File: src/rtl/pwm_pkg.sv
// Shared PWM definitions: counter width, capture FSM states and saturation constant.
package pwm_pkg;

  localparam int unsigned PWM_WIDTH = 16;

  // All-ones value at which the capture counter saturates.
  localparam logic [PWM_WIDTH-1:0] CntMax = '1;

  typedef enum logic [1:0] {
    StIdle,
    StHigh,
    StLow
  } cap_state_e;

endpackage

File: src/rtl/pwm_in_filter.sv
// PWM input conditioning: 2-flop synchronizer, optional glitch filter
// (PWM_CAP_FILTER_EN), and rise/fall strobes on the resulting level.
module pwm_in_filter #(
  parameter int unsigned FILT_LEN = 4
) (
  input  logic clk,
  input  logic rst,
  input  logic pwm_in,
  output logic level,
  output logic rise,
  output logic fall
);

  if (FILT_LEN < 2 || FILT_LEN > 15) begin : g_bad_filt_len
    $error("FILT_LEN must be in 2..15");
  end

  logic r_sync1;
  logic r_sync2;
  logic r_level_prev;
  logic w_level;

  always_ff @(posedge clk) begin
    if (rst) begin
      r_sync1      <= 1'b0;
      r_sync2      <= 1'b0;
      r_level_prev <= 1'b0;
    end else begin
      r_sync1      <= pwm_in;
      r_sync2      <= r_sync1;
      r_level_prev <= w_level;
    end
  end

`ifdef PWM_CAP_FILTER_EN
  logic [3:0] r_fcnt;
  logic       r_level;

  // Accept a new level only after FILT_LEN consecutive differing samples.
  always_ff @(posedge clk) begin
    if (rst) begin
      r_fcnt  <= 4'd0;
      r_level <= 1'b0;
    end else if (r_sync2 != r_level) begin
      if (r_fcnt == 4'(FILT_LEN - 1)) begin
        r_fcnt  <= 4'd0;
        r_level <= r_sync2;
      end else begin
        r_fcnt <= r_fcnt + 4'd1;
      end
    end else begin
      r_fcnt <= 4'd0;
    end
  end

  assign w_level = r_level;
`else
  assign w_level = r_sync2;
`endif

  assign level = w_level;
  assign rise  = w_level & ~r_level_prev;
  assign fall  = ~w_level & r_level_prev;

endmodule

File: src/rtl/pwm_capture16b.sv
// PWM capture: measures period and high time as generator-style ARR/CVR values,
// with a stuck-input watchdog. Glitch filter enabled by PWM_CAP_FILTER_EN.
module pwm_capture16b
  import pwm_pkg::*;
#(
  parameter int unsigned WIDTH    = PWM_WIDTH,
  parameter int unsigned FILT_LEN = 4
) (
  input  logic             clk,
  input  logic             rst,
  input  logic             pwm_in,
  output logic [WIDTH-1:0] cap_arr,
  output logic [WIDTH-1:0] cap_cvr,
  output logic             cap_valid,
  output logic             timeout,
  output logic             level
);

  localparam logic [WIDTH-1:0] CntSat = '1;

  logic w_rise;
  logic w_fall;

  pwm_in_filter #(
    .FILT_LEN (FILT_LEN)
  ) u_in_filter (
    .clk    (clk),
    .rst    (rst),
    .pwm_in (pwm_in),
    .level  (level),
    .rise   (w_rise),
    .fall   (w_fall)
  );

  cap_state_e       r_state, w_state_next;
  logic [WIDTH-1:0] r_cnt, w_cnt_next;
  logic [WIDTH-1:0] r_hi_len, w_hi_len_next;
  logic [WIDTH-1:0] r_arr, w_arr_next;
  logic [WIDTH-1:0] r_cvr, w_cvr_next;
  logic             r_valid, w_valid_next;
  logic             r_timeout, w_timeout_next;

  always_comb begin
    w_state_next   = r_state;
    w_hi_len_next  = r_hi_len;
    w_arr_next     = r_arr;
    w_cvr_next     = r_cvr;
    w_valid_next   = 1'b0;
    w_timeout_next = r_timeout;

    // The rise cycle is cycle 0 of the new period, so the register holds 1 next.
    if (w_rise) begin
      w_cnt_next = WIDTH'(1);
    end else if (r_cnt == CntSat) begin
      w_cnt_next = r_cnt;
    end else begin
      w_cnt_next = r_cnt + WIDTH'(1);
    end

    case (r_state)
      StIdle: begin
        if (w_rise) begin
          w_state_next = StHigh;
        end
      end
      StHigh: begin
        if (w_fall) begin
          w_hi_len_next = r_cnt;
          w_state_next  = StLow;
        end else if (r_cnt == CntSat) begin
          w_timeout_next = 1'b1;
          w_state_next   = StIdle;
        end
      end
      StLow: begin
        if (w_rise) begin
          w_arr_next     = r_cnt - WIDTH'(1);
          w_cvr_next     = r_hi_len - WIDTH'(1);
          w_valid_next   = 1'b1;
          w_timeout_next = 1'b0;
          w_state_next   = StHigh;
        end else if (r_cnt == CntSat) begin
          w_timeout_next = 1'b1;
          w_state_next   = StIdle;
        end
      end
      default: w_state_next = StIdle;
    endcase
  end

  always_ff @(posedge clk) begin
    if (rst) begin
      r_state   <= StIdle;
      r_cnt     <= '0;
      r_hi_len  <= '0;
      r_arr     <= '0;
      r_cvr     <= '0;
      r_valid   <= 1'b0;
      r_timeout <= 1'b0;
    end else begin
      r_state   <= w_state_next;
      r_cnt     <= w_cnt_next;
      r_hi_len  <= w_hi_len_next;
      r_arr     <= w_arr_next;
      r_cvr     <= w_cvr_next;
      r_valid   <= w_valid_next;
      r_timeout <= w_timeout_next;
    end
  end

  assign cap_arr   = r_arr;
  assign cap_cvr   = r_cvr;
  assign cap_valid = r_valid;
  assign timeout   = r_timeout;

endmodule

File: config.mk
export PLATFORM = sky130hd
export DESIGN_NAME = pwm_capture16b
export DESIGN_NICKNAME = d
export VERILOG_FILES = /design/src/rtl/pwm_pkg.sv /design/src/rtl/pwm_in_filter.sv /design/src/rtl/pwm_capture16b.sv
export SDC_FILE = /design/constraint.sdc
export NUM_CORES = 1
export LEC_CHECK = 0
export BUFFER_PORTS_ARGS = -buffer_cell sky130_fd_sc_hd__clkbuf_2
export CAP_MARGIN = 20
export CELL_PAD_IN_SITES_DETAIL_PLACEMENT = 1
export CELL_PAD_IN_SITES_GLOBAL_PLACEMENT = 1
export CORE_ASPECT_RATIO = 0.75
export CORE_MARGIN = 1.5
export CORE_UTILIZATION = 47
export DETAILED_ROUTE_END_ITERATION = 8
export PLACE_DENSITY = 0.83
export SLEW_MARGIN = 20
export SYNTH_ARGS = -nofsm -noshare
export SYNTH_HDL_FRONTEND = slang
export SYNTH_SLANG_ARGS = --single-unit
export TNS_END_PERCENT = 1
File: constraint.sdc
create_clock -name clk -period 2.6 [get_ports clk]
set_input_delay 0.26 -clock clk [delete_from_list [all_inputs] [get_ports clk]]
set_output_delay 0.26 -clock clk [all_outputs]
set_load 0.02 [all_outputs]
==> results of run 1 <==
[cell type report]
cell class | count | area [um^2]
Fill cell | 820 | 3080
Multi-Input combinational cell | 279 | 1750
Sequential cell | 71 | 1420
Timing Repair Buffer | 43 | 243
Clock buffer | 10 | 138
Tap cell | 84 | 105
Clock inverter | 6 | 70.1
Inverter | 7 | 26.3
[cell usage in the layout (no fill, tap or decap), types with 4 or more instances in the layout]
master,Yosys,final
nor3_1,9,9
dfxtp_1,71,71
xor2_1,8,8
buf_4,0,5
nor4_2,4,4
clkbuf_2,0,37
nor2_1,52,51
or3_1,6,6
a21oi_1,26,26
a211oi_1,25,25
nand2_1,46,46
o21ai_0,6,6
xnor2_1,16,16
mux2i_1,5,5
nand3_1,9,9
inv_1,7,7
clkbuf_8,0,10
a311oi_1,5,5
nor4_1,7,7
nor2b_1,5,5
nand2b_1,4,4
o31ai_1,5,5
nand4_1,9,9
[flip-flops by register name, indices dropped and copies added (netlist names)]
| name | count |
|---|---|
| cap_arr | 16 |
| cap_cvr | 16 |
| r_cnt | 16 |
| r_hi_len | 16 |
| r_state | 2 |
| cap_valid | 1 |
| timeout | 1 |
| u_in_filter.level | 1 |
| u_in_filter.r_level_prev | 1 |
| u_in_filter.r_sync1 | 1 |
[worst min path at each step]
| stage | to | slack, ns | cells after the start |
|---|---|---|---|
| after CTS | u_in_filter.r_sync1 | 0.11 | 2 |
| final | u_in_filter.r_sync1 | 0.12 | 2 |
| after detailed placement | u_in_filter.level | 0.43 | 1 |
| after global routing | u_in_filter.r_sync1 | 0.14 | 2 |
| after global placement | u_in_filter.level | 0.42 | 1 |
| after floorplan | u_in_filter.r_sync1 | 0.39 | 1 |
[routing by layer]
layer  global-route usage  wire length [um]
met5                    0                 0
met4               0.0732               146
met3               0.0609               532
met2                0.352              3760
met1                0.336              4090
[kinds of logic (layout without fill, tap and decap cells)]
family / Yosys count / after routing / share of synthesized area
muxes: 5 / 5 / 0.0150
adders and majority gates: 3 / 3 / 0.0113
DFF: 71 / 71 / 0.427
AOI/OAI and AO/OA: 74 / 74 / 0.149
and+or+nand+nor: 173 / 173 / 0.284
buffers and inverters: 40 / 66 / 0.0511
xor gates and xnor gates: 24 / 24 / 0.0631
[power by group through the flow]
stage / registers, mW / logic (mW) / clock network (mW)
2_1_floorplan: 1.12 / 0.0959 / 0
3_3_place_gp: 1.13 / 0.118 / 0
3_5_place_dp: 1.13 / 0.121 / 0
4_1_cts: 1.10 / 0.125 / 0.933
5_1_grt: 1.11 / 0.134 / 0.974
6_report: 1.10 / 0.125 / 0.911
[critical path: cells and delay by family, from the launching register on]
family           cells  cell delay, ns
flip-flops           1            0.45
AND/OR/NAND/NOR      3            1.31
AO/OA/AOI/OAI        1            0.28
==> results_dict.tcl, run 1 <==
set metrics [dict create \
    outcome "completed" \
    ant_nets 0 \
    yosysUniqueCellTypes 45 \
    placed_cells 484 \
    initial_utilization 0.488 \
    final_core_util 0.549 \
    fin_crit_sh 0.814 \
    grt_max_degree 61 \
    yosysWarningCount 0 \
    finalPower_mw 2.14 \
    p_int_mw 1.61 \
    grt_use_total 0.237 \
    area_delta_synth_final_pct 12.6 \
    ios 38 \
    worst_r2r_path_depth 4 \
    crit_arrival_ns 2.38 \
    synthTopCellsByArea "dfxtp_1 43%, nor2_1 5.9%, a211oi_1 5.6%" \
    clk_path_buf_depth 2 \
    nets 417 \
    cts_tree "yes" \
    die_w_um 100 \
    path_max_fanout 13 \
    place_ws_ns 0.561 \
    diodes 0 \
    grt_pass1_wl_um 14100 \
    synth_top_cell_by_area "dfxtp_1" \
    drc 0 \
    clkPwrFrac 0.426 \
    antenna_found_initial 0 \
    gr-total-overflow 0 \
    die_area_um2 7610 \
    peakVddDrop_mv 0.387 \
    port_buffers 37 \
    wirelength_um 8540 \
    hold_violations 0 \
    p_sw_uw 528 \
    syn-num-nets 396 \
    critPathLaunchType "register" \
    die_y_um 75.9 \
    drive_gt1_frac 0.188 \
    fin_setup_tns_ns 0 \
    p_per_area_nw_per_um2 571 \
    endpoint "cap_arr[15]" \
    reg2reg_to "cap_arr[15]" \
    gp_congestion 0.813 \
    post_cts_resized 0 \
    worstPathCellList "nor4_1, nand2_1, or4_1, a311oi_1" \
    clk_root_buffer_cell "clkbuf_8" \
    clock_latency_ns 0.35 \
    synth-edff-count 0 \
    max_stage_delay_ns 0.61 \
    max_freq_mhz 472 \
    slew_headroom 0.527 \
    p_leak_nw 1.39 \
    grt_pass1_vias 2760 \
    syn_area_um2 3330 \
    worst_path_max_delay_cell "nor4_1" \
    layout_setup_ws_ns 0.483 \
    avgSynthCellArea_um2 8.54 \
    setup_viol 0 \
    fin_area_um2 3750 \
    wl_per_cell_um 17.1 \
    ys_ff_latch 71 \
    pwr-share-seq 0.516 \
    finClkSkew_ns 0.00665 \
    worst_pin_slew_ns 0.707 \
    path_clk_slew_ns 0.08 \
    async_flop_share 0 \
    crit_start "r_cnt[3]" \
    hp-class "primary input to register" \
    ys_seq_area_frac 0.427 \
    cts_hold_buf 0 \
    p_sw_frac 0.247 \
    dpl_cell_area_um2 3540 \
    hold_start "pwm_in" \
    holdWs_ns 0.118 \
    netlist_instances 390 \
    synth_top_area_frac 0.427 \
    clock_sinks 71 \
    p_comb_frac 0.058 \
    vias 2894 \
    htreeDepth 3 \
    rrSetupSlack_ns 0.48 \
    fp.coreArea_um2 6830 \
    grt_setup_unrepaired "no" \
    slew_viol_final 0 \
    first_iter_violations 142 \
    synth.most_common_cell "dfxtp_1" \
    end_kind "register" \
    layout.cells.non_filler 500 \
    dp_hpwl_um 5850 \
    synth-main-ff-cell "dfxtp_1" \
    drt-pass1-iter-count 4 \
    drv_cap 0 \
    row_count 26 \
    ys_top_cells_by_count "71 x dfxtp_1, 52 x nor2_1, 46 x nand2_1" \
    cts-buffers-inserted 9 \
    required_ns 2.86 \
    path_class "register to register" \
    worstReg2RegStart "r_cnt[3]" \
    period_needed_ns 2.12 \
    vias_per_cell 5.79 \
    post_cts_buffers 0 \
]
(Power assumes the default switching activity.)
==> inputs of run 2 (changes only) <==
ABC_AREA = 1   (was unset)
CORE_UTILIZATION = 42   (was 47)
PLACE_DENSITY = 0.79   (was 0.83)
clock period = 2 ns   (was 2.6 ns; I/O delays follow)
==> run 2 against run 1 <==
  * Die area grew 17%
  * Global-route usage increased by 3.1 points
  * Worst hold slack got worse by 0.091 ns
  * Largest power group unchanged
==> results_dict.tcl, run 2 <==
set metrics [dict create \
    outcome "completed" \
    hp-class "primary input to register" \
    clock_sinks 71 \
    crit_arrival_ns 1.89 \
    drive_gt1_frac 0.146 \
    setup_viol 0 \
    die_area_um2 8890 \
    fp.coreArea_um2 7990 \
    ys_ff_latch 71 \
    wl_per_cell_um 16.5 \
    worst_r2r_path_depth 8 \
    peakVddDrop_mv 0.430 \
    ios 38 \
    p_int_mw 2.08 \
    row_count 28 \
    pwr-share-seq 0.520 \
    post_cts_buffers 0 \
    crit_start "r_cnt[0]" \
    ys_seq_area_frac 0.407 \
    avgSynthCellArea_um2 6.72 \
    cts_tree "yes" \
    grt_pass1_wl_um 17800 \
    grt_use_total 0.267 \
    vias_per_cell 5.36 \
    fin_setup_tns_ns 0 \
    synth.most_common_cell "nand2_1" \
    max_stage_delay_ns 0.47 \
    wirelength_um 11000 \
    p_sw_frac 0.248 \
    diodes 0 \
    critPathBufInv 1 \
    slew_viol_final 0 \
    yosysWarningCount 0 \
    path_max_fanout 14 \
    path_clk_slew_ns 0.07 \
    worst_pin_slew_ns 0.436 \
    first_iter_violations 205 \
    area_delta_synth_final_pct 12.6 \
    cp_top_family "simple AND/OR/NAND/NOR gates" \
    grt_pass1_vias 3467 \
    clkPwrFrac 0.412 \
    p_per_area_nw_per_um2 702 \
    grt_setup_unrepaired "no" \
    async_flop_share 0 \
    grt_max_degree 32 \
    synth-edff-count 0 \
    syn-num-nets 526 \
    initial_utilization 0.438 \
    synth-main-ff-cell "dfxtp_1" \
    synth_top_area_frac 0.407 \
    period_needed_ns 1.64 \
    final_common_cell "nand2_1" \
    max_freq_mhz 610 \
    ys_top_cells_by_count "139 x nand2_1, 71 x dfxtp_1, 70 x nor2_1" \
    synthTopCellsByArea "dfxtp_1 41%, nand2_1 15%, nor2_1 7.5%" \
    hold_violations 0 \
    die_y_um 82.0 \
    final_core_util 0.493 \
    path_class "register to register" \
    p_comb_frac 0.068 \
    worst-path-stages 8 \
    slew_headroom 0.709 \
    required_ns 2.25 \
    cp_common_cell "nand2_4" \
    cts-buffers-inserted 9 \
    syn_area_um2 3500 \
    fin_crit_sh 0.820 \
    finClkSkew_ns 0.00708 \
    netlist_instances 520 \
    gr-total-overflow 0 \
    reg2reg_to "r_state[1]" \
    num-fill-cells 1090 \
    drv_cap 0 \
    antenna_found_initial 0 \
    worstReg2RegStart "r_cnt[0]" \
    drc 0 \
    place_ws_ns 0.368 \
    htreeDepth 3 \
    clock_latency_ns 0.37 \
    vias 3566 \
    clk_path_buf_depth 2 \
    end_kind "register" \
    yosysUniqueCellTypes 30 \
    synth_top_cell_by_area "dfxtp_1" \
    die_w_um 108 \
    gp_congestion 0.879 \
    holdWs_ns 0.0269 \
    port_buffers 37 \
    final_cell_mix "139 x nand2_1, 71 x dfxtp_1, 70 x nor2_1" \
    post_cts_resized 0 \
    cts_hold_buf 0 \
    dp_hpwl_um 8440 \
    p_sw_uw 686 \
    rrSetupSlack_ns 0.36 \
    clk_root_buffer_cell "clkbuf_8" \
    layout_setup_ws_ns 0.360 \
    worstPathCellList "ha_1, nand2_1, nor2_4, nand2_4, inv_4, nand2_4, nand3_1, a21oi_1" \
    critPathLaunchType "register" \
    ant_nets 0 \
    worst_path_max_delay_cell "dfxtp_1" \
    endpoint "r_state[1]" \
    p_leak_nw 1.92 \
    nets 563 \
    drt-pass1-iter-count 4 \
]
==> run 2: worst register-to-register path, cell delays in order, from the launching register on <==
cell	delay, ns
dfxtp_1	0.47
ha_1	0.29
nand2_1	0.14
nor2_4	0.15
nand2_4	0.09
inv_4	0.08
nand2_4	0.13
nand3_1	0.12
a21oi_1	0.06
==> run 2: through the flow <==
stage               std cells  total power [mW]  cell area (um^2)
floorplan                 520              1.60              3500
global placement          651              1.65              3760
detailed placement        651              1.66              3760
CTS                       665              2.78              3940
global route              665              2.86              3940
finish                    665              2.76              3940
==> run 2: worst min path at each step <==
| stage | to | from | cells after the start |
|---|---|---|---|
| 6_report | u_in_filter.r_sync1 | pwm_in | 3 |
| 2_1_floorplan | u_in_filter.r_sync1 | pwm_in | 2 |
| 3_5_place_dp | u_in_filter.level | u_in_filter.r_sync1 | 2 |
| 3_3_place_gp | u_in_filter.r_sync1 | pwm_in | 3 |
| 4_1_cts | u_in_filter.r_sync1 | pwm_in | 3 |
| 5_1_grt | u_in_filter.r_sync1 | pwm_in | 3 |
==> run 2: power groups by stage <==
stage,clock network (mW),logic (mW),registers [mW]
3_3_place_gp,0,0.179,1.47
3_5_place_dp,0,0.185,1.47
5_1_grt,1.21,0.210,1.44
4_1_cts,1.15,0.186,1.44
6_report,1.14,0.187,1.44
2_1_floorplan,0,0.129,1.47
==> run 2: cell type report <==
class / count / area, um^2 / area share
multi-input cells: 372 / 1740 / 0.443
clock inverters: 1 / 30.0 / 0.00763
repair buffers: 43 / 230 / 0.0585
well taps: 105 / 131 / 0.0334
inverters: 60 / 231 / 0.0588
clock buffers: 13 / 149 / 0.0378
flip-flops and latches: 71 / 1420 / 0.361
==> run 2: kinds of logic (layout without fill, tap and decap cells) <==
logic type               count (synthesis)  in the layout  share of synthesized area
AO/OA/AOI/OAI                           89             89                      0.130
XOR/XNOR                                 5              5                     0.0125
adder cells (fa/ha/maj)                  3              3                     0.0107
buffers and inverters                   77            117                     0.0945
flip-flops                              71             71                      0.407
AND/OR/NAND/NOR                        275            275                      0.346
==> run 2: metal layers <==
layer / global-route usage / up-vias / routed length (um)
met5: 0 / - / 0
met4: 0.0724 / 0 / 195
met3: 0.0675 / 20 / 576
met2: 0.429 / 87 / 4850
met1: 0.358 / 1726 / 5360
li1: - / 1733 / -
==> inputs of run 3 (changes only) <==
clock period = 1.7 ns   (was 2 ns; I/O delays follow)
==> run 3 against run 2 <==
  * Clock power up 51%
  * Critical path type unchanged
  * Final area up 3.4%
  * Wire length up 0.86%
  * Setup slack worse by 0.22 ns
  * Count of clock-buffer cells in the layout down 2
  * Power up 32%
  * Register-to-register slack worse by 0.22 ns
  * Die area unchanged
  * Clock skew up 0.0059 ns
  * Highest routed layer unchanged
==> results_dict.tcl, run 3 (synthesis results as in run 2) <==
set metrics [dict create \
    outcome "completed" \
    clk_path_buf_depth 2 \
    clock_sinks 71 \
    cts-buffers-inserted 9 \
    grt_setup_unrepaired "no" \
    vias 3584 \
    wirelength_um 11100 \
    die_w_um 108 \
    port_buffers 37 \
    wl_per_cell_um 16.5 \
    worst_pin_slew_ns 0.419 \
    vias_per_cell 5.33 \
    gr-total-overflow 0 \
    row_count 28 \
    end_kind "register" \
    final_cell_mix "139 x nand2_1, 69 x nor2_1, 69 x dfxtp_1" \
    area_delta_synth_final_pct 16.5 \
    max_stage_delay_ns 0.38 \
    setup_viol 0 \
    drt-pass1-iter-count 4 \
    hp-class "primary input to register" \
    period_needed_ns 1.56 \
    critPathLaunchType "register" \
    worst_path_max_delay_cell "dfxtp_4" \
    die_y_um 82.0 \
    peakVddDrop_mv 0.859 \
    path_clk_slew_ns 0.08 \
    initial_utilization 0.438 \
    fp.coreArea_um2 7990 \
    path_max_fanout 8 \
    hold_violations 0 \
    drc 0 \
    fin_setup_tns_ns 0 \
    p_per_area_nw_per_um2 894 \
    place_ws_ns -0.0450 \
    drv_cap 0 \
    final_common_cell "nand2_1" \
    ant_nets 0 \
    cts_tree "yes" \
    cp_common_cell "nand2_1" \
    layout_setup_ws_ns 0.143 \
    first_iter_violations 154 \
    crit_arrival_ns 1.81 \
    diodes 0 \
    path_class "register to register" \
    fin_crit_sh 0.916 \
    post_cts_buffers 0 \
    num-fill-cells 1061 \
    grt_use_total 0.271 \
    rrSetupSlack_ns 0.14 \
    antenna_found_initial 0 \
    htreeDepth 3 \
    clock_latency_ns 0.37 \
    clk_root_buffer_cell "clkbuf_8" \
    slew_headroom 0.720 \
    slew_viol_final 0 \
    grt_pass1_vias 3493 \
    gp_congestion 0.872 \
    grt_pass1_wl_um 17900 \
    grt_max_degree 31 \
    p_leak_nw 1.99 \
    finClkSkew_ns 0.0130 \
    nets 569 \
    dp_hpwl_um 8350 \
    max_freq_mhz 642 \
    required_ns 1.95 \
    drive_gt1_frac 0.169 \
    worstPathCellList "inv_1, ha_1, nand2_1, nor2_2, a21oi_1, o21ai_0, nand2_1" \
    ios 38 \
    die_area_um2 8890 \
]
## run 3: cell types whose count changed in the layout (fill, tap and decap cells not counted), sizes merged
cell,delta
buf,+5
bufinv,+2
clkbuf,-2
clkinv,+2
dlygate4sd3,+1
## run 3: worst paths after layout
check,to,depth (start not counted),start
max reg2reg,cap_arr[8],7,r_cnt[0]
min reg2reg,u_in_filter.level,2,u_in_filter.r_sync1
min,r_state[1],2,rst
max,cap_arr[8],7,r_cnt[0]
## run 3: routing by layer
metal  share of wire  vias to the layer above  GRT usage  wire, um
met5               0                        -          0         0
met4           0.015                        0     0.0789       166
met3           0.062                       18     0.0651       689
met2            0.45                      105      0.442      4960
met1            0.47                     1722      0.359      5260
li1                -                     1739          -         -
## run 3: final cells by class
class	count	area, um^2	share of cell area
clock inverters	5	104	0.0255
well taps	105	131	0.0323
clock buffers	11	151	0.0372
repair buffers	49	278	0.0682
inverters	60	231	0.0569
multi-input cells	372	1750	0.430
flip-flops and latches	71	1430	0.350
## run 3: through the flow
step | instance area [um^2] | power [mW] | hold slack (ns) | cells | util
detailed placement | 3800 | 1.95 | 0.373 | 656 | 0.475
floorplan | 3500 | 1.88 | 0.277 | 520 | -
CTS | 4060 | 3.67 | 0.155 | 673 | 0.509
finish | 4070 | 3.64 | 0.161 | 673 | 0.510
global placement | 3800 | 1.94 | 0.363 | 656 | 0.475
global route | 4070 | 3.77 | 0.197 | 673 | 0.510
## run 3: worst max-delay path, delay by kind of cell (launching register included)
family	cells	cell delay (ns)
AND/OR/NAND/NOR	3	0.49
flip-flops	1	0.38
adder cells (fa/ha/maj)	1	0.23
AO/OA/AOI/OAI	2	0.21
buffers and inverters	1	0.13
## run 3: what timing repair did
item / in CTS / in global routing
cloned: 0 / 0
hold buffers: 1 / 0
resized for setup: 1 / 4
hold endpoints to repair: 1 / 0
endpoints found under the setup margin: 7 / 11
## run 3: report_power, final
part           total (mW)  switching (mW)  leakage, nW  internal, mW
Sequential           1.69          0.0173        0.574          1.68
Clock                1.72           0.664        0.130          1.05
Combinational       0.227           0.157         1.29        0.0707
Total                3.64           0.838         1.99          2.80
